==> src/rtl/pio_pkg.sv <==
// pio_pkg: shared constants for the debounced parallel I/O port.
// Register word addresses, edge-mode codes and bus data width.
package pio_pkg;

  localparam int BUS_W = 32;

  localparam logic [2:0] ADDR_DATA   = 3'd0;
  localparam logic [2:0] ADDR_DIR    = 3'd1;
  localparam logic [2:0] ADDR_MASK   = 3'd2;
  localparam logic [2:0] ADDR_EDGE   = 3'd3;
  localparam logic [2:0] ADDR_OUTSET = 3'd4;
  localparam logic [2:0] ADDR_OUTCLR = 3'd5;

  localparam int EDGE_RISING  = 0;
  localparam int EDGE_FALLING = 1;
  localparam int EDGE_ANY     = 2;

endpackage

==> src/rtl/pio_debounce_bit.sv <==
// pio_debounce_bit: 2-FF synchroniser plus debounce filter for one pin.
// Ports: clk, rst_n, pin (async in), stable (filtered, registered).
// Macro PIO_DEBOUNCE_EN: defined -> hold counter; undefined -> stable
// follows the synchroniser every clock (DEBOUNCE_CYCLES ignored).
module pio_debounce_bit
  import pio_pkg::*;
#(
  parameter int DEBOUNCE_CYCLES = 50000
) (
  input  logic clk,
  input  logic rst_n,
  input  logic pin,
  output logic stable
);

  logic s1;
  logic s2;

  always_ff @(posedge clk or negedge rst_n) begin
    if (!rst_n) begin
      s1 <= 1'b0;
      s2 <= 1'b0;
    end else begin
      s1 <= pin;
      s2 <= s1;
    end
  end

`ifdef PIO_DEBOUNCE_EN
  localparam bit DB_EN = 1'b1;
`else
  localparam bit DB_EN = 1'b0;
`endif

  if (DB_EN && DEBOUNCE_CYCLES > 1) begin : g_db
    localparam int CW = $clog2(DEBOUNCE_CYCLES);
    localparam logic [CW-1:0] LAST =
      CW'(DEBOUNCE_CYCLES - 1);

    logic [CW-1:0] cnt;

    // Any return to the accepted level restarts the hold window.
    always_ff @(posedge clk or negedge rst_n) begin
      if (!rst_n) begin
        cnt    <= '0;
        stable <= 1'b0;
      end else if (s2 == stable) begin
        cnt <= '0;
      end else if (cnt == LAST) begin
        cnt    <= '0;
        stable <= s2;
      end else begin
        cnt <= cnt + CW'(1);
      end
    end
  end else begin : g_pass
    always_ff @(posedge clk or negedge rst_n) begin
      if (!rst_n) stable <= 1'b0;
      else        stable <= s2;
    end
  end

endmodule

==> src/rtl/pio_debounced_port.sv <==
// pio_debounced_port: Avalon-MM PIO with per-bit direction, debounce,
// edge capture, atomic set/clear and a maskable level irq.
// Ports: CLOCK_50, reset_n, address/chipselect/read/write/writedata,
// readdata (1-cycle latency), gpio_in, gpio_out, gpio_oe, irq.
// Debounce filter enabled by macro PIO_DEBOUNCE_EN.
module pio_debounced_port
  import pio_pkg::*;
#(
  parameter int WIDTH           = 8,
  parameter int DEBOUNCE_CYCLES = 50000,
  parameter int EDGE_MODE       = 0,
  parameter logic [WIDTH-1:0] RESET_OUT = '0
) (
  input  logic             CLOCK_50,
  input  logic             reset_n,
  input  logic [2:0]       address,
  input  logic             chipselect,
  input  logic             read,
  input  logic             write,
  input  logic [BUS_W-1:0] writedata,
  output logic [BUS_W-1:0] readdata,
  input  logic [WIDTH-1:0] gpio_in,
  output logic [WIDTH-1:0] gpio_out,
  output logic [WIDTH-1:0] gpio_oe,
  output logic             irq
);

  logic [WIDTH-1:0] out_reg;
  logic [WIDTH-1:0] dir_reg;
  logic [WIDTH-1:0] mask_reg;
  logic [WIDTH-1:0] cap_reg;
  logic [WIDTH-1:0] stable;
  logic [WIDTH-1:0] stable_d;
  logic [WIDTH-1:0] edge_hit;
  logic [WIDTH-1:0] wd;
  logic [BUS_W-1:0] rd_mux;

  logic wr;
  logic rd;
  logic we_data;
  logic we_dir;
  logic we_mask;
  logic we_edge;
  logic we_set;
  logic we_clr;
  logic unused_wd;

  assign wd        = writedata[WIDTH-1:0];
  assign unused_wd = ^writedata;

  assign wr = chipselect & write;
  assign rd = chipselect & read;

  assign we_data = wr && (address == ADDR_DATA);
  assign we_dir  = wr && (address == ADDR_DIR);
  assign we_mask = wr && (address == ADDR_MASK);
  assign we_edge = wr && (address == ADDR_EDGE);
  assign we_set  = wr && (address == ADDR_OUTSET);
  assign we_clr  = wr && (address == ADDR_OUTCLR);

  assign gpio_out = out_reg;
  assign gpio_oe  = dir_reg;

  for (genvar i = 0; i < WIDTH; i++) begin : g_bit
    pio_debounce_bit #(
      .DEBOUNCE_CYCLES(DEBOUNCE_CYCLES)
    ) u_bit (
      .clk   (CLOCK_50),
      .rst_n (reset_n),
      .pin   (gpio_in[i]),
      .stable(stable[i])
    );
  end

  always_comb begin
    edge_hit = '0;
    case (EDGE_MODE)
      EDGE_RISING:  edge_hit = stable & ~stable_d;
      EDGE_FALLING: edge_hit = ~stable & stable_d;
      default:      edge_hit = stable ^ stable_d;
    endcase
  end

  always_comb begin
    rd_mux = '0;
    unique case (address)
      ADDR_DATA:
        rd_mux[WIDTH-1:0] = (dir_reg & out_reg)
                          | (~dir_reg & stable);
      ADDR_DIR:  rd_mux[WIDTH-1:0] = dir_reg;
      ADDR_MASK: rd_mux[WIDTH-1:0] = mask_reg;
      ADDR_EDGE: rd_mux[WIDTH-1:0] = cap_reg;
      default:   rd_mux = '0;
    endcase
  end

  always_ff @(posedge CLOCK_50 or negedge reset_n) begin
    if (!reset_n) begin
      out_reg  <= RESET_OUT;
      dir_reg  <= '0;
      mask_reg <= '0;
      cap_reg  <= '0;
      stable_d <= '0;
      irq      <= 1'b0;
      readdata <= '0;
    end else begin
      unique case (1'b1)
        we_data: out_reg <= wd;
        we_set:  out_reg <= out_reg | wd;
        we_clr:  out_reg <= out_reg & ~wd;
        default: ;
      endcase
      if (we_dir)  dir_reg  <= wd;
      if (we_mask) mask_reg <= wd;
      // A new edge outranks a same-cycle W1C of that bit.
      cap_reg  <= (we_edge ? (cap_reg & ~wd) : cap_reg)
                | edge_hit;
      stable_d <= stable;
      irq      <= |(cap_reg & mask_reg);
      if (rd) readdata <= rd_mux;
    end
  end

endmodule
==> config.mk <==
export PLATFORM = sky130hd
export DESIGN_NAME = pio_debounced_port
export DESIGN_NICKNAME = d
export VERILOG_FILES = /design/src/rtl/pio_pkg.sv /design/src/rtl/pio_debounce_bit.sv /design/src/rtl/pio_debounced_port.sv
export SDC_FILE = /design/constraint.sdc
export NUM_CORES = 1
export LEC_CHECK = 0
export CELL_PAD_IN_SITES_DETAIL_PLACEMENT = 2
export CELL_PAD_IN_SITES_GLOBAL_PLACEMENT = 2
export CORE_MARGIN = 2
export CORE_UTILIZATION = 29
export CTS_CLUSTER_SIZE = 10
export DETAILED_ROUTE_END_ITERATION = 8
export GPL_TIMING_DRIVEN = 0
export PLACE_DENSITY_LB_ADDON = 0.2
export SETUP_SLACK_MARGIN = 0.5
export SLEW_MARGIN = 20
export SYNTH_ARGS = -nofsm -noshare
export SYNTH_HDL_FRONTEND = slang
export SYNTH_HIERARCHICAL = 1
export SYNTH_SLANG_ARGS = --single-unit
==> constraint.sdc <==
create_clock -name CLOCK_50 -period 1.1 [get_ports CLOCK_50]
set_input_delay 0.11 -clock CLOCK_50 [delete_from_list [all_inputs] [get_ports CLOCK_50]]
set_output_delay 0.11 -clock CLOCK_50 [all_outputs]
set_load 0.05 [all_outputs]
== After elaboration in Yosys (flattened, before gate mapping) ==
Index checks and enable logic that the tools add are counted.
W data, S select, Z words.
Word-level totals
  flip-flop bits (word level): 73
  bits of input ports: 48
  logic and storage cells: 62
Operators by class
  equal/unequal tests: 5
  muxes and demuxes: 3
  bitwise gates (word level): 14
  reduce and logical (&&, ||, !) cells: 9
Operators by type and width (count)
  $and A8 B8 Y8: 6
  $pmux W8 S4: 1
  $not A8 Y8: 3
  $or A8 B8 Y8: 3
  $pmux W8 S3: 1
  $mux W8: 1
  $reduce_or A8 Y1: 1
  $eq A3 B2 Y1 const B: 2
  $eq A3 B3 Y1 const B: 2
  $logic_and A1 B1 Y1: 6
  $eq A3 B1 Y1 const B: 1
  $logic_not A3 Y1: 1
  $reduce_bool A3 Y1: 1
  $and A1 B1 Y1: 2

== Longest topological paths before layout ==
  word-level depth: 4
  mapped depth: 5
  mapped depth without buffers: 3

== Cells and area by module ==
Netlist, hierarchy kept.
Modules (own cells, without submodules)
  pio_debounced_port: instances 1, cells each 209, area an instance 2358.5 um^2, seq. area each 1226.2 um^2
  pio_debounce_bit: instances 8, cells each 3, area an instance 75.1 um^2, seq. area each 75.1 um^2

== Least setup slack after synthesis ==
Ideal clock, no wire load.
  path type: input to register
  start: input address[0]
  end: register dir_reg[0] (netlist: gpio_oe[0])
  setup time: 0.125 ns
  arrival time: 1.107 ns
  path slack: -0.131 ns
  cell stages on the path: 4
  buffers on the path: 1
  cell sequence: buf_4 inv_2 nor4_4 mux2_2
On the way
  word-level cells in the longest chain between the ends: 2
Ends and longest elaborated chain
  from (decl): RTL line pio_debounced_port.sv:16  | input logic [2:0] address,
  $eq A3 B1 Y1: RTL line pio_debounced_port.sv:55  | assign we_dir = wr && (address == ADDR_DIR);
  $logic_and A1 B1 Y1: RTL line pio_debounced_port.sv:55
  to (signal assigned): RTL line pio_debounced_port.sv:113  | if (we_dir) dir_reg <= wd;
  to (decl): RTL line pio_debounced_port.sv:29  | logic [WIDTH-1:0] dir_reg;
Every way passes these cells.
A chain may end at the register's enable or synchronous reset.

== Worst setup path in the final report ==
  start: register mask_reg[0]
  end: register readdata[0]
On the way
  word-level cells in the longest chain between the ends: 1
Ends and longest elaborated chain
  from (decl): RTL line pio_debounced_port.sv:30  | logic [WIDTH-1:0] mask_reg;
  from (signal assigned): RTL line pio_debounced_port.sv:114  | if (we_mask) mask_reg <= wd;
  $pmux W8 S4: RTL line pio_debounced_port.sv:86  | unique case (address)
  to (signal assigned): RTL line pio_debounced_port.sv:120  | if (rd) readdata <= rd_mux;
  to (decl): RTL line pio_debounced_port.sv:21  | output logic [BUS_W-1:0] readdata,
Every way passes these cells.

==> impl_results.html <==
<table>
<tr><th>Metric</th><th>Value</th></tr>
<tr><th colspan="2">Hold path</th></tr>
<tr><td>Worst hold path type</td><td>in2async</td></tr>
<tr><th colspan="2">Clock tree</th></tr>
<tr><td>Insertion delay of the later-clocked pin in the worst-skew pair</td><td>approximately 0.34 ns</td></tr>
<tr><td>TritonCTS buffer count</td><td>9</td></tr>
<tr><td>Clock root cell</td><td>clkbuf_8</td></tr>
<tr><td>Number of levels the H-tree was split into</td><td>3</td></tr>
<tr><td>Number of clock sinks seen by CTS</td><td>73</td></tr>
<tr><td>CTS clock-pin slew for the worst setup and hold paths</td><td>around 0.080 ns</td></tr>
<tr><td>Maximum buffer depth of the clock tree</td><td>2</td></tr>
<tr><td>Clock tree from TritonCTS</td><td>yes</td></tr>
<tr><th colspan="2">STA</th></tr>
<tr><td>Rel. slew slack</td><td>between 50% and 60%</td></tr>
<tr><td>Count of final hold-check violations</td><td>24</td></tr>
<tr><td>Final critical-path share of the clock period</td><td>97.5%</td></tr>
<tr><td>Number of pins exceeding their max-slew limit in the final report</td><td>0</td></tr>
<tr><td>Worst Hold Margin</td><td>-0.322 ns</td></tr>
<tr><td>Final setup violation count</td><td>0</td></tr>
<tr><td>Max Fclk</td><td>around 0.93 GHz</td></tr>
<tr><td>RSZ-0062 raised after global routing</td><td>true</td></tr>
<tr><td>Final min period</td><td>1.07 ns</td></tr>
<tr><td>Worst-case clock skew</td><td>0.0113 ns</td></tr>
<tr><td>Actual transition at the worst max-transition pin</td><td>~0.63 ns</td></tr>
<tr><th colspan="2">Pwr</th></tr>
<tr><td>Power density relative to cell area</td><td>1670 nW/um^2</td></tr>
<tr><td>Net load switching power</td><td>2.62 mW</td></tr>
<tr><td>Switching power share of the total</td><td>33.3%</td></tr>
<tr><td>Final total power</td><td>7.88 mW</td></tr>
<tr><td>Peak VDD IR</td><td>0.563 mV</td></tr>
<tr><td>Portion of total power attributed to the clock network</td><td>roughly a quarter</td></tr>
<tr><td>Power share of the combinational group</td><td>~33%</td></tr>
<tr><td>Leakage power figure</td><td>2.14 nW</td></tr>
<tr><td>Power Internal</td><td>between 5 and 6 mW</td></tr>
<tr><td>Relative contribution of sequential cells to total power</td><td>about two fifths</td></tr>
<tr><th colspan="2">Synth</th></tr>
<tr><td>Library cell with the highest instance count after synthesis</td><td>dfrtp_1</td></tr>
<tr><td>#FFs+latches synth</td><td>73</td></tr>
<tr><td>Synthesized area</td><td>2960 sq um</td></tr>
<tr><td>Number of distinct library cell variants in the gate-level netlist after synthesis</td><td>24</td></tr>
<tr><td>Avg Inst Size Synth</td><td>12.7 sq um</td></tr>
<tr><td>Most used DFF post-synth</td><td>dfrtp_1</td></tr>
<tr><td>Leading cell types by count after synthesis</td><td>dfrtp_1 (73), o21ai_0 (32), buf_4 (25), mux2_2 (24), nand2_1 (17)</td></tr>
<tr><td>Cell taking the most area after synthesis</td><td>dfrtp_1</td></tr>
<tr><td>Yosys warning count</td><td>6</td></tr>
<tr><td>Sequential element share of the synthesized area</td><td>61.7%</td></tr>
<tr><td>Proportion of netlist area held by the largest area contributor</td><td>between 60% and 70%</td></tr>
<tr><td>FFs w/ async S/R, synth</td><td>100%</td></tr>
<tr><td>Count of mapped cells out of synthesis</td><td>around 230</td></tr>
<tr><td>Number of flops mapped to enable cells by yosys</td><td>0</td></tr>
<tr><td>Top post-synthesis cells by area</td><td>dfrtp_1 (62%), mux2_2 (9.1%), buf_4 (6.3%)</td></tr>
<tr><th colspan="2">Final layout</th></tr>
<tr><td>Area used by sequential logic in the layout</td><td>1850 sq um</td></tr>
<tr><td>Fraction of layout cells with a size suffix above 1</td><td>54.9%</td></tr>
<tr><td>Non-filler cells, final</td><td>490</td></tr>
<tr><td>Area used by multi-input combinational logic</td><td>about 1300 sq um</td></tr>
<tr><td>Syn-to-layout area delta</td><td>59.1%</td></tr>
<tr><td>Post-route design area</td><td>4710 sq um</td></tr>
<tr><td>Fillers</td><td>976</td></tr>
<tr><td>Antenna diodes</td><td>0</td></tr>
<tr><td>Net count reported at finish</td><td>between 400 and 500</td></tr>
<tr><th colspan="2">Critical path</th></tr>
<tr><td>Peak fanout along the critical path</td><td>2</td></tr>
<tr><td>Worst Path Required</td><td>1.32 ns</td></tr>
<tr><td>Crit path kind</td><td>reg2reg</td></tr>
<tr><td>Arrival time at the worst endpoint</td><td>1.29 ns</td></tr>
<tr><td>Nature of the critical path endpoint</td><td>flop</td></tr>
<tr><td>Length in cells of the worst reg-to-reg path</td><td>3</td></tr>
<tr><td>Sort of element at the start of the critical path</td><td>flop</td></tr>
<tr><th colspan="2">Global route</th></tr>
<tr><td>Number of global-route vias before repair</td><td>2564</td></tr>
<tr><td>Total track usage</td><td>between 10% and 20%</td></tr>
<tr><td>Pin count of the biggest net entering global routing</td><td>50</td></tr>
<tr><td>Global-route wire length before repair</td><td>around 15000 um</td></tr>
<tr><td>Aggregate global routing overflow</td><td>0</td></tr>
<tr><td>Initial antenna violation count</td><td>0</td></tr>
<tr><th colspan="2">Placed design</th></tr>
<tr><td>Placed Cells incl. Taps</td><td>437</td></tr>
<tr><td>HPWL after detailed placement</td><td>5580 um</td></tr>
<tr><td>Instance area after placement</td><td>about 3800 sq um</td></tr>
<tr><td>PortBufs</td><td>between 40 and 50</td></tr>
<tr><td>Placer congestion estimate</td><td>0.704</td></tr>
<tr><th colspan="2">Floorplan</th></tr>
<tr><td>I/O pin count</td><td>97</td></tr>
<tr><td>Core Area</td><td>9820 sq um</td></tr>
<tr><td>Die Area</td><td>11000 sq um</td></tr>
<tr><td>Core Rows</td><td>36</td></tr>
<tr><td>Chip width</td><td>105 um</td></tr>
<tr><td>Vertical die dimension</td><td>about 110 um</td></tr>
<tr><td>Initial Utilization</td><td>30.1%</td></tr>
<tr><th colspan="2">Status</th></tr>
<tr><td>Failing checks</td><td>hold timing</td></tr>
<tr><td>Run status</td><td>complete, but fails checks</td></tr>
<tr><th colspan="2">Drt</th></tr>
<tr><td>Routed wire length on met2</td><td>5010 um</td></tr>
<tr><td>Routed Antenna Nets</td><td>0</td></tr>
<tr><td>Routed length per placed instance</td><td>19.6 um</td></tr>
<tr><td>Vias after detailed routing</td><td>approximately 2.3k</td></tr>
<tr><td>Pre-Repair DR Iteration Count</td><td>4</td></tr>
<tr><td>DRC violation total after the first TritonRoute iteration</td><td>a little under 90</td></tr>
<tr><td>Number of remaining DRC errors</td><td>0</td></tr>
<tr><td>WL met1</td><td>between 4000 and 5000 um</td></tr>
<tr><td>Final Routed Wirelength</td><td>9600 um</td></tr>
<tr><td>Via-per-instance ratio</td><td>approximately 4.7</td></tr>
<tr><td>Highest routed layer</td><td>met4</td></tr>
<tr><td>Amount of wire on met3 after detailed routing</td><td>399 um</td></tr>
<tr><th colspan="2">Flow run</th></tr>
<tr><td>Max Cap Violations</td><td>0</td></tr>
</table>
-- cell usage in the layout (no fill, tap or decap), types with 11 or more instances in the layout --
cell type	n
conb_1	24
buf_4	43
a22oi_2	12
mux2_4	24
buf_6	31
buf_8	20
nand2_1	16
clkdlybuf4s50_1	11
dfrtp_2	19
o21ai_1	18
clkbuf_8	13
dfrtp_1	54
-- metal layers --
| layer | track usage (%) | vias up |
|---|---|---|
| met4 | 5.33 | 0 |
| met5 | 0 | - |
| met1 | 23.4 | 1200 |
| li1 | - | 1022 |
| met2 | 29.2 | 71 |
| met3 | 4.24 | 8 |
-- kinds of logic (layout without fill, tap and decap cells) --
group	Yosys count	count (layout)	share of synthesized area, %
flops	73	73	61.7
compound gates	61	61	13.8
simple gates	33	33	6.51
mux	24	24	9.13
buf+inv	41	142	8.67
other cells	1	24	0.127
-- worst paths after layout --
check | start | end | slack [ns]
max in group asynchronous | reset_n | gpio_out[1]$_DFFE_PN0P_ | 0.83
min in group CLOCK_50 | writedata[3] | mask_reg[3]$_DFFE_PN0P_ | 0.17
max | mask_reg[0]$_DFFE_PN0P_ | readdata[0]$_DFFE_PN0P_ | 0.03
min | reset_n | gpio_out[2]$_DFFE_PN0P_ | -0.32
min reg2reg | g_bit[7].u_bit/s2$_DFF_PN0_ | g_bit[7].u_bit/stable$_DFF_PN0_ | 0.34
max reg2reg | mask_reg[0]$_DFFE_PN0P_ | readdata[0]$_DFFE_PN0P_ | 0.03
-- stage by stage --
| stage | util [%] | setup slack, ns | setup TNS (ns) |
|---|---|---|---|
| after floorplan | - | -0.0602 | -0.525 |
| after global routing | 47.9 | -0.0144 | -0.0310 |
| after detailed placement | 38.8 | -1.06 | -35.96 |
| after CTS | 44.9 | 0.0280 | 0 |
| after global placement | 38.5 | -3.01 | -241.02 |
| final | 47.9 | 0.0275 | 0 |
-- area by class of cell --
cell class / instances / area share [%]
Timing Repair Buffer: 86 / 20.7
Inverter: 9 / 0.771
Clock inverter: 3 / 0.319
Multi-Input combinational cell: 142 / 26.6
Clock buffer: 12 / 3.51
Sequential cell: 73 / 39.3
Buffer: 32 / 5.29
Tap cell: 133 / 3.54
-- power by group through the flow --
stage / logic (mW) / registers (mW) / clock network [mW]
after floorplan: 0.758 / 3.74 / 0
after global placement: 1.87 / 3.26 / 0
after detailed placement: 1.92 / 3.28 / 0
after CTS: 2.31 / 3.25 / 2.01
after global routing: 2.77 / 3.33 / 2.15
final: 2.63 / 3.29 / 1.96
-- critical path: stages, from the launching register on --
cell     delay [ns]
dfrtp_1        0.40
mux2_4         0.28
a22oi_2        0.17
o21ai_2        0.10
-- timing repair --
item                                    in CTS  in global routing
endpoints found under the setup margin      66                 66
buffers inserted                            26                 12
endpoints found under the hold margin       24                 24
pin swaps                                   15                  7
gates resized for setup                    274                 55
Note: power is estimated with default switching activity, not from simulation.
